`src/rtl/csel_pkg.sv`:
```
// rtl/csel_pkg.sv - default parameters and stage slice helpers for the pipelined carry-select adder/subtractor
package csel_pkg;

    localparam int DEF_WIDTH  = 64;
    localparam int DEF_BLOCK  = 4;
    localparam int DEF_STAGES = 2;

    function automatic int slice_lo(input int k, input int width, input int stages);
        return k * (width / stages);
    endfunction

    function automatic int slice_hi(input int k, input int width, input int stages);
        return (k + 1) * (width / stages) - 1;
    endfunction

endpackage

```
`src/rtl/csel_block.sv`:
```
// rtl/csel_block.sv - one carry-select block: two ripple adders (carry 0 and 1) muxed by the incoming carry
module csel_block
    import csel_pkg::*;
#(
    parameter int BLOCK = DEF_BLOCK
) (
    input  logic [BLOCK-1:0] i_a,
    input  logic [BLOCK-1:0] i_b,
    input  logic             i_cin,
    output logic [BLOCK-1:0] o_sum,
    output logic             o_cout
);

    logic [BLOCK-1:0] w_sum0;
    logic [BLOCK-1:0] w_sum1;
    logic [BLOCK:0]   w_c0;
    logic [BLOCK:0]   w_c1;

    always_comb begin
        w_sum0 = '0;
        w_sum1 = '0;
        w_c0   = '0;
        w_c1   = '0;
        w_c1[0] = 1'b1;
        for (int i = 0; i < BLOCK; i++) begin
            w_sum0[i]  = i_a[i] ^ i_b[i] ^ w_c0[i];
            w_c0[i+1]  = (i_a[i] & i_b[i]) | (w_c0[i] & (i_a[i] ^ i_b[i]));
            w_sum1[i]  = i_a[i] ^ i_b[i] ^ w_c1[i];
            w_c1[i+1]  = (i_a[i] & i_b[i]) | (w_c1[i] & (i_a[i] ^ i_b[i]));
        end
    end

    assign o_sum  = i_cin ? w_sum1 : w_sum0;
    assign o_cout = i_cin ? w_c1[BLOCK] : w_c0[BLOCK];

endmodule

```
`src/rtl/pipe_csel_addsub.sv`:
```
// rtl/pipe_csel_addsub.sv - STAGES-deep valid/ready pipelined carry-select adder/subtractor
// Stage k adds slice k; operands, partial sums and the slice carry travel with the beat.
module pipe_csel_addsub
    import csel_pkg::*;
#(
    parameter int WIDTH  = DEF_WIDTH,
    parameter int BLOCK  = DEF_BLOCK,
    parameter int STAGES = DEF_STAGES
) (
    input  logic             clk,
    input  logic             rst,
    input  logic             in_valid,
    output logic             in_ready,
    input  logic [WIDTH-1:0] a,
    input  logic [WIDTH-1:0] b,
    input  logic             op_sub,
    input  logic             cin,
    output logic             out_valid,
    input  logic             out_ready,
    output logic [WIDTH-1:0] sum,
    output logic             cout,
    output logic             ovf,
    output logic             zero
);

    localparam int NB  = WIDTH / BLOCK;
    localparam int NBS = NB / STAGES;
    localparam int SW  = WIDTH / STAGES;

    if ((WIDTH % BLOCK != 0) || (NB % STAGES != 0)) begin : g_bad_params
        $error("pipe_csel_addsub: WIDTH must split into whole BLOCK-bit blocks spread evenly over STAGES");
    end

    logic [STAGES-1:0] r_vld;
    logic [STAGES-1:0] r_c;
    logic [STAGES-1:0] w_adv;
    logic [STAGES-1:0] w_load;
    logic [STAGES-1:0] w_st_cin;
    logic [STAGES-1:0] w_st_cout;
    logic [WIDTH-1:0]  r_a   [STAGES];
    logic [WIDTH-1:0]  r_b   [STAGES];
    logic [WIDTH-1:0]  r_sum [STAGES];
    logic              r_cm;
    logic              w_cmsb;
    logic [WIDTH-1:0]  w_b_eff;
    logic [WIDTH-1:0]  w_blk_sum;

    // Subtraction is a + ~b + !cin, so borrow-in becomes an inverted carry-in.
    assign w_b_eff     = op_sub ? ~b : b;
    assign w_st_cin[0] = op_sub ? ~cin : cin;

    for (genvar k = 1; k < STAGES; k++) begin : g_cin
        assign w_st_cin[k] = r_c[k-1];
    end

    for (genvar g = 0; g < NB; g++) begin : g_blk
        localparam int K = g / NBS;
        logic [BLOCK-1:0] w_a;
        logic [BLOCK-1:0] w_b;
        logic             w_cin;
        logic             w_cout;

        if (K == 0) begin : g_src_in
            assign w_a = a[g*BLOCK +: BLOCK];
            assign w_b = w_b_eff[g*BLOCK +: BLOCK];
        end else begin : g_src_reg
            assign w_a = r_a[K-1][g*BLOCK +: BLOCK];
            assign w_b = r_b[K-1][g*BLOCK +: BLOCK];
        end

        if (g % NBS == 0) begin : g_cin_stage
            assign w_cin = w_st_cin[K];
        end else begin : g_cin_chain
            assign w_cin = g_blk[g-1].w_cout;
        end

        csel_block #(.BLOCK(BLOCK)) u_blk (
            .i_a    (w_a),
            .i_b    (w_b),
            .i_cin  (w_cin),
            .o_sum  (w_blk_sum[g*BLOCK +: BLOCK]),
            .o_cout (w_cout)
        );

        if (g % NBS == NBS - 1) begin : g_stage_cout
            assign w_st_cout[K] = w_cout;
        end

        // Carry into the MSB recovered from the MSB sum bit and its operands.
        if (g == NB - 1) begin : g_msb
            assign w_cmsb = w_blk_sum[WIDTH-1] ^ w_a[BLOCK-1] ^ w_b[BLOCK-1];
        end
    end

    always_comb begin
        w_adv  = '0;
        w_load = '0;
        w_adv[STAGES-1]  = r_vld[STAGES-1] & out_ready;
        w_load[STAGES-1] = ~r_vld[STAGES-1] | w_adv[STAGES-1];
        for (int k = STAGES - 2; k >= 0; k--) begin
            w_adv[k]  = r_vld[k] & w_load[k+1];
            w_load[k] = ~r_vld[k] | w_adv[k];
        end
    end

    always_ff @(posedge clk) begin
        if (rst) begin
            r_vld <= '0;
        end else begin
            if (w_load[0]) r_vld[0] <= in_valid;
            for (int k = 1; k < STAGES; k++) begin
                if (w_load[k]) r_vld[k] <= r_vld[k-1];
            end
        end
    end

    always_ff @(posedge clk) begin
        if (w_load[0]) begin
            r_a[0]   <= a;
            r_b[0]   <= w_b_eff;
            r_c[0]   <= w_st_cout[0];
            r_sum[0] <= '0;
            r_sum[0][SW-1:0] <= w_blk_sum[SW-1:0];
        end
        for (int k = 1; k < STAGES; k++) begin
            if (w_load[k]) begin
                r_a[k]   <= r_a[k-1];
                r_b[k]   <= r_b[k-1];
                r_c[k]   <= w_st_cout[k];
                r_sum[k] <= r_sum[k-1];
                r_sum[k][slice_lo(k, WIDTH, STAGES) +: SW] <= w_blk_sum[slice_lo(k, WIDTH, STAGES) +: SW];
            end
        end
        if (w_load[STAGES-1]) r_cm <= w_cmsb;
    end

    assign in_ready  = w_load[0];
    assign out_valid = r_vld[STAGES-1];
    assign sum       = out_valid ? r_sum[STAGES-1] : '0;
    assign cout      = out_valid & r_c[STAGES-1];
    assign ovf       = out_valid & (r_cm ^ r_c[STAGES-1]);
    assign zero      = out_valid & (r_sum[STAGES-1] == '0);

endmodule
```
`config.mk`:
```
export PLATFORM = sky130hd
export DESIGN_NAME = pipe_csel_addsub
export DESIGN_NICKNAME = d
export VERILOG_FILES = /design/src/rtl/csel_pkg.sv /design/src/rtl/csel_block.sv /design/src/rtl/pipe_csel_addsub.sv
export SDC_FILE = /design/constraint.sdc
export NUM_CORES = 1
export LEC_CHECK = 0
export BUFFER_PORTS_ARGS = -buffer_cell sky130_fd_sc_hd__buf_2
export CAP_MARGIN = 20
export CORE_MARGIN = 4
export CORE_UTILIZATION = 30
export DETAILED_ROUTE_END_ITERATION = 16
export HOLD_SLACK_MARGIN = 0.12
export PLACE_DENSITY = 0.46
export SETUP_SLACK_MARGIN = 0.05
export SLEW_MARGIN = 20
export SYNTH_ARGS = -nofsm -noshare
export SYNTH_HDL_FRONTEND = slang
export SYNTH_SLANG_ARGS = --single-unit
```
`constraint.sdc`:
```
create_clock -name clk -period 29.1 [get_ports clk]
set_clock_uncertainty 0.1 [all_clocks]
set_input_delay 1.455 -clock clk [delete_from_list [all_inputs] [get_ports clk]]
set_output_delay 1.455 -clock clk [all_outputs]
set_load 0.02 [all_outputs]
```
Word level (Yosys, flattened, before mapping)
Memories as Yosys holds them, arrays and structs flattened.
Cells that the tools add are included.
Word-level totals
  bits in registers: 5
  bits in writable memories: 384
  output and inout port bits: 69
  memories kept: 3
Operators by class
  multiplexer cells: 41
  bitwise gates (word level): 464
  reductions and logical operators: 1
Memory list
  r_a: depth 2, width 64, read ports 1, clocked after memory_dff 0, wr ports 2, RTL line pipe_csel_addsub.sv:40  | logic [WIDTH-1:0] r_a [STAGES];
  r_b: depth 2, width 64, read ports 1, clocked after memory_dff 0, wr ports 2, RTL line pipe_csel_addsub.sv:41  | logic [WIDTH-1:0] r_b [STAGES];
  r_sum: depth 2, width 64, read ports 2, clocked after memory_dff 0, wr ports 2, RTL line pipe_csel_addsub.sv:42  | logic [WIDTH-1:0] r_sum [STAGES];
Operators by type and width (count)
  AND 1 bit: 165
  XOR 1 bit: 163
  two-way mux 64 bit: 2
  OR 1 bit: 116
  zero test 64 bit: 1
  two-way mux 32 bit: 2
  two-way mux 4 bit: 16
  inverter 64 bit: 1
  two-way mux 1 bit: 21
  inverter 1 bit: 19

Longest topological paths before layout
  depth after elaboration: 19
  mapped depth: 48
  mapped depth without buffers: 48

Modules after synthesis
A second synthesis with hierarchy kept.
Second synthesis, totals
  cells, all modules: 647
  area total of the unflattened synthesis: 8548.2 um^2
By module, submodules not included
  pipe_csel_addsub: instances 1, cells an instance 343, area each 6226.0 um^2, sequential area each 4934.7 um^2
  csel_block (g_blk[13].u_blk ...): instances 12, cells an instance 19, area each 143.9 um^2, sequential area each 0.0 um^2
  csel_block (g_blk[0].u_blk ...): instances 4, cells an instance 19, area each 148.9 um^2, sequential area each 0.0 um^2

Least setup slack after synthesis
OpenSTA, ideal clock, no wires.
  path type: input port to flip-flop
  from: input op_sub
  to: memory r_sum[0][31] (netlist bit) (data pin)
  arrival: 12.415 ns
  required time: 28.731 ns
  path slack: 16.316 ns
  stages: 44
  buffers on the path: 1
  cell sequence: buf_2 xor2_1 ha_1 nor2_1 a21oi_1 fa_1 inv_1 fa_1 inv_1 fa_1 mux2i_1 fa_1 fa_1 fa_1 nor2_1 a21oi_1 fa_1 fa_1 [8 not listed] fa_1 fa_1 fa_1 nor2_1 a21oi_1 fa_1 fa_1 fa_1 nor2_1 a21oi_1 fa_1 fa_1 fa_1 mux2i_1 fa_1 fa_1 inv_1 fa_1
RTL lines
  start: declaration: RTL line pipe_csel_addsub.sv:16  | input logic op_sub,
  end: declaration: RTL line pipe_csel_addsub.sv:42

==> results.md <==
- The via total after detailed routing is 4,697.
- The number of ports placed on the die boundary is 203.
- The flow ran to the end, and the final reports show no timing, DRC or antenna violations.
- The area growth from synthesis to layout is 24.10%.
- The non-filler instance count after layout is 1,142.
- The count of state elements after synthesis is 165.
- The post-detailed-route via-to-cell ratio is 4.113.
- Leaving out fill and tap cells, the most frequent cell in the layout is buf_2.
- TritonCTS built the clock tree.
- IR analysis of the VDD net gives a maximum drop of 0.00003768 V.
- The number of buffers inserted by hold repair at cts is 0.
- In this run the deepest clock path goes through 2 buffers.
- The number of antenna cells inserted is 0.
- The maximum single-stage delay on the critical path is 800 ps.
- The first global-routing pass estimated 28,590 µm of wire.
- For the worst setup path, the data required time is 29,170 ps.
- The first TritonRoute pass finished after 4 iterations.
- The slowest stage of the critical path is the buf_4 cell.
- For this design, the sink count on the clock tree is 165.
- The last weighted congestion value of the routability-driven placer is 0.7660.
- The power per unit of standard cell area is 66.31 nW/µm².
- Yosys mapped the design onto 27 distinct sky130hd cell types.
- The tool flagged a number of max-cap violations equal to 0.
- For this block, the initial DRC count from the detailed router was 203.
- The summed instance area of the synthesized netlist is 8275 µm².
- The number of global-route vias before repair is 5,261.
- The actual slew at the worst max-slew pin is 1075 ps.
- In the final timing run, aggregate negative setup slack is 0 ps.
- Once detail routing completed, the nets flagged for antenna violations numbered 0.
- Derived from the worst setup path, the maximum achievable clock frequency is 75.17 MHz.
- Of the synthesized area, sequential elements account for 0.5963.
- The number of nets in the synthesized netlist is 791.
- A synthesized cell averages 14.34 µm².
- The net count of the finished layout is 1,002.
- The worst register-to-register path begins at r_b[0][32].
- Once detailed placement completed, the half-perimeter wirelength came to 13,780 µm.
- The placement row count is 60.
- Clock tree synthesis selected as its root buffer the cell clkbuf_16.
- The initial standard-cell utilization of the core is 0.3062.
- The path class of the tightest hold or removal check is register to register.
- In the layout the commonest cells are buf_2, edfxtp_1, inv_1.
- The critical path startpoint category is an input pin.
- The headroom to the max-slew limit is 0.2831.
- In this run the register-to-register setup slack is 16,440 ps.
- The final number of hold-violating endpoints is 0.
- The initial antenna violation count was 3.
- The insertion delay to the later sink of the worst-skew pair is 420 ps.
- The number of clock buffers added by TritonCTS is 17.
- Measured along the x axis, the die boundary spans 174.1 µm.
- Of the post-synthesis cell area, the dominant cell type holds 0.5915.
- The placeable core area is 27,030 µm².
- During placement, the flow inserted port buffers numbering 202.
- The total wire length after detailed routing is 18,370 µm.
- Overall power consumption after layout is estimated at 681.0 µW.
- The layout cell share with drive strength beyond 1 is 0.3171.
- The number of DRC violations after detailed routing is 0.
- The number of slew-limit violations in the final report is 0.
- In this run the cell area measured after placement is 9691 µm².
- The clock transition at the registers of the reported paths is 70 ps.
- Summed over all cells, the static leakage comes to 4.669 nW.
- The path type of the worst setup path is input pin to register.
- Data on the critical path arrives at its endpoint at 13,370 ps.
- The cell type with the highest occurrence count on the critical path is fa_1.
- The H-tree generated during clock tree synthesis spans 4 levels.
- The final routed wire length divided by cell count is 16.09 µm.
- The most area-hungry cell type in the Yosys netlist is edfxtp_1.
- Setup repair after global routing left no endpoint under its margin.
- The depth of the worst register-to-register path is 43.
- The global-route congestion overflow total is 0.
- The critical path ends at r_sum[0][31].
- From bottom edge to top edge, the die measures 174.1 µm.
- The final number of setup-violating endpoints is 0.
- The cell count after synthesis is 577.
- STA classifies the critical path endpoint as a register.
- After clock tree synthesis, the repair step resized 0 gates.
- The smallest clock period supported by the final layout is computed as 13,300 ps.
- The largest net degree at the start of global routing is 70.
- The post-placement cell count is 1,110.
- The origin of the worst setup path is op_sub.
- During synthesis, Yosys emitted a total of 0 warnings.
- The number of enable-type register cells in the synthesized netlist is 163.
- The total track usage is 0.1236.
- Dividing the final minimum period by the clock period gives 0.4572.
- For this run, the leading register cell type out of synthesis is edfxtp_1.
- The buffer count from post-CTS setup fixing is 0.
- Counting flops with an async set or reset pin after synthesis yields a share of 0.
- The die covers 30,310 µm².
- In this run the critical register-to-register path is captured at r_cm.
- After routing the design area is 10,270 µm².
- After synthesis, the cell types taking the most area are edfxtp_1, fa_1, xor2_1, and2_1, ha_1.
- Along the worst path, the maximum fanout reaches 63.
==> per-layer routing <==
layer | vias to the layer above | routed length [µm] | GRT usage
li1 | 2290 | - | -
met4 | 4 | 202 | 0.03101
met5 | - | 24 | 0
met1 | 2256 | 8131 | 0.1542
met3 | 17 | 1118 | 0.03958
met2 | 130 | 8897 | 0.2092
==> flip-flops by register name, summed over array words and instances (netlist names) <==
register,cells
r_a,32
r_b,32
r_c,2
r_cm,1
r_sum,96
r_vld,2
==> report_power, final <==
group / leakage [nW] / switching, mW / internal, mW / total [mW]
sequential: 1.73 / 0.0271 / 0.329 / 0.356
clock: 0.285 / 0.105 / 0.115 / 0.221
combinational: 2.65 / 0.0584 / 0.0458 / 0.104
total: 4.67 / 0.191 / 0.490 / 0.681
==> cells in the mapped netlist, types with 4 or more instances <==
cell type  count
nor2_1        11
a21oi_1        8
clkbuf_1       6
inv_2          8
mux2i_1        4
inv_1        103
o21ai_0        5
nor4_1        12
xnor2_1       34
xor2_1        50
ha_1          32
fa_1          48
edfxtp_1     163
nand2_1        6
and2_1        65
buf_2          7
==> cells by family after synthesis <==
kind of cell | count (synthesis) | share of synthesized area
DFF | 165 | 0.5963
buffers and inverters | 125 | 0.05821
and+or+nand+nor | 106 | 0.07938
xor gates and xnor gates | 84 | 0.08890
adders and majority gates | 80 | 0.1645
AOI/OAI and AO/OA | 13 | 0.007862
muxes | 4 | 0.004838
==> area by class of cell <==
cell class	instances	area (µm²)
Clock buffer	17	425.4
Clock inverter	15	153.9
Fill cell	2660	16760
Inverter	111	417.9
Multi-Input combinational cell	287	2867
Sequential cell	165	4936
Tap cell	341	426.7
Timing Repair Buffer	206	1044
==> worst max-delay path: cells and delay by family <==
kind / cells / cell delay [ps]
AO/OA/AOI/OAI: 5 / 300
AND/OR/NAND/NOR: 5 / 570
buffers and inverters: 5 / 1090
multiplexers: 2 / 320
XOR/XNOR: 1 / 200
adder cells (fa/ha/maj): 24 / 9420
==> how the worst min path moves through the flow <==
stage / from / cells after the start / endpoint
floorplan: r_sum[0][0] / 0 / r_sum[1][0]
global placement: r_sum[0][30] / 0 / r_sum[1][30]
detailed placement: r_sum[0][21] / 0 / r_sum[1][21]
CTS: r_sum[0][11] / 0 / r_sum[1][11]
global route: r_sum[0][8] / 0 / r_sum[1][8]
finish: r_sum[0][11] / 0 / r_sum[1][11]
==> per-stage QoR <==
stage                     utilization  worst slack (ps)  hold slack (ps)
after global routing           0.3800             15200            327.3
after global placement         0.3586             15410            301.6
after floorplan                     -             16320            300.3
after detailed placement       0.3586             15300            305.4
final                          0.3800             15800            318.8
after CTS                      0.3800             15760            321.0
Power figures use the tool's default switching activity.
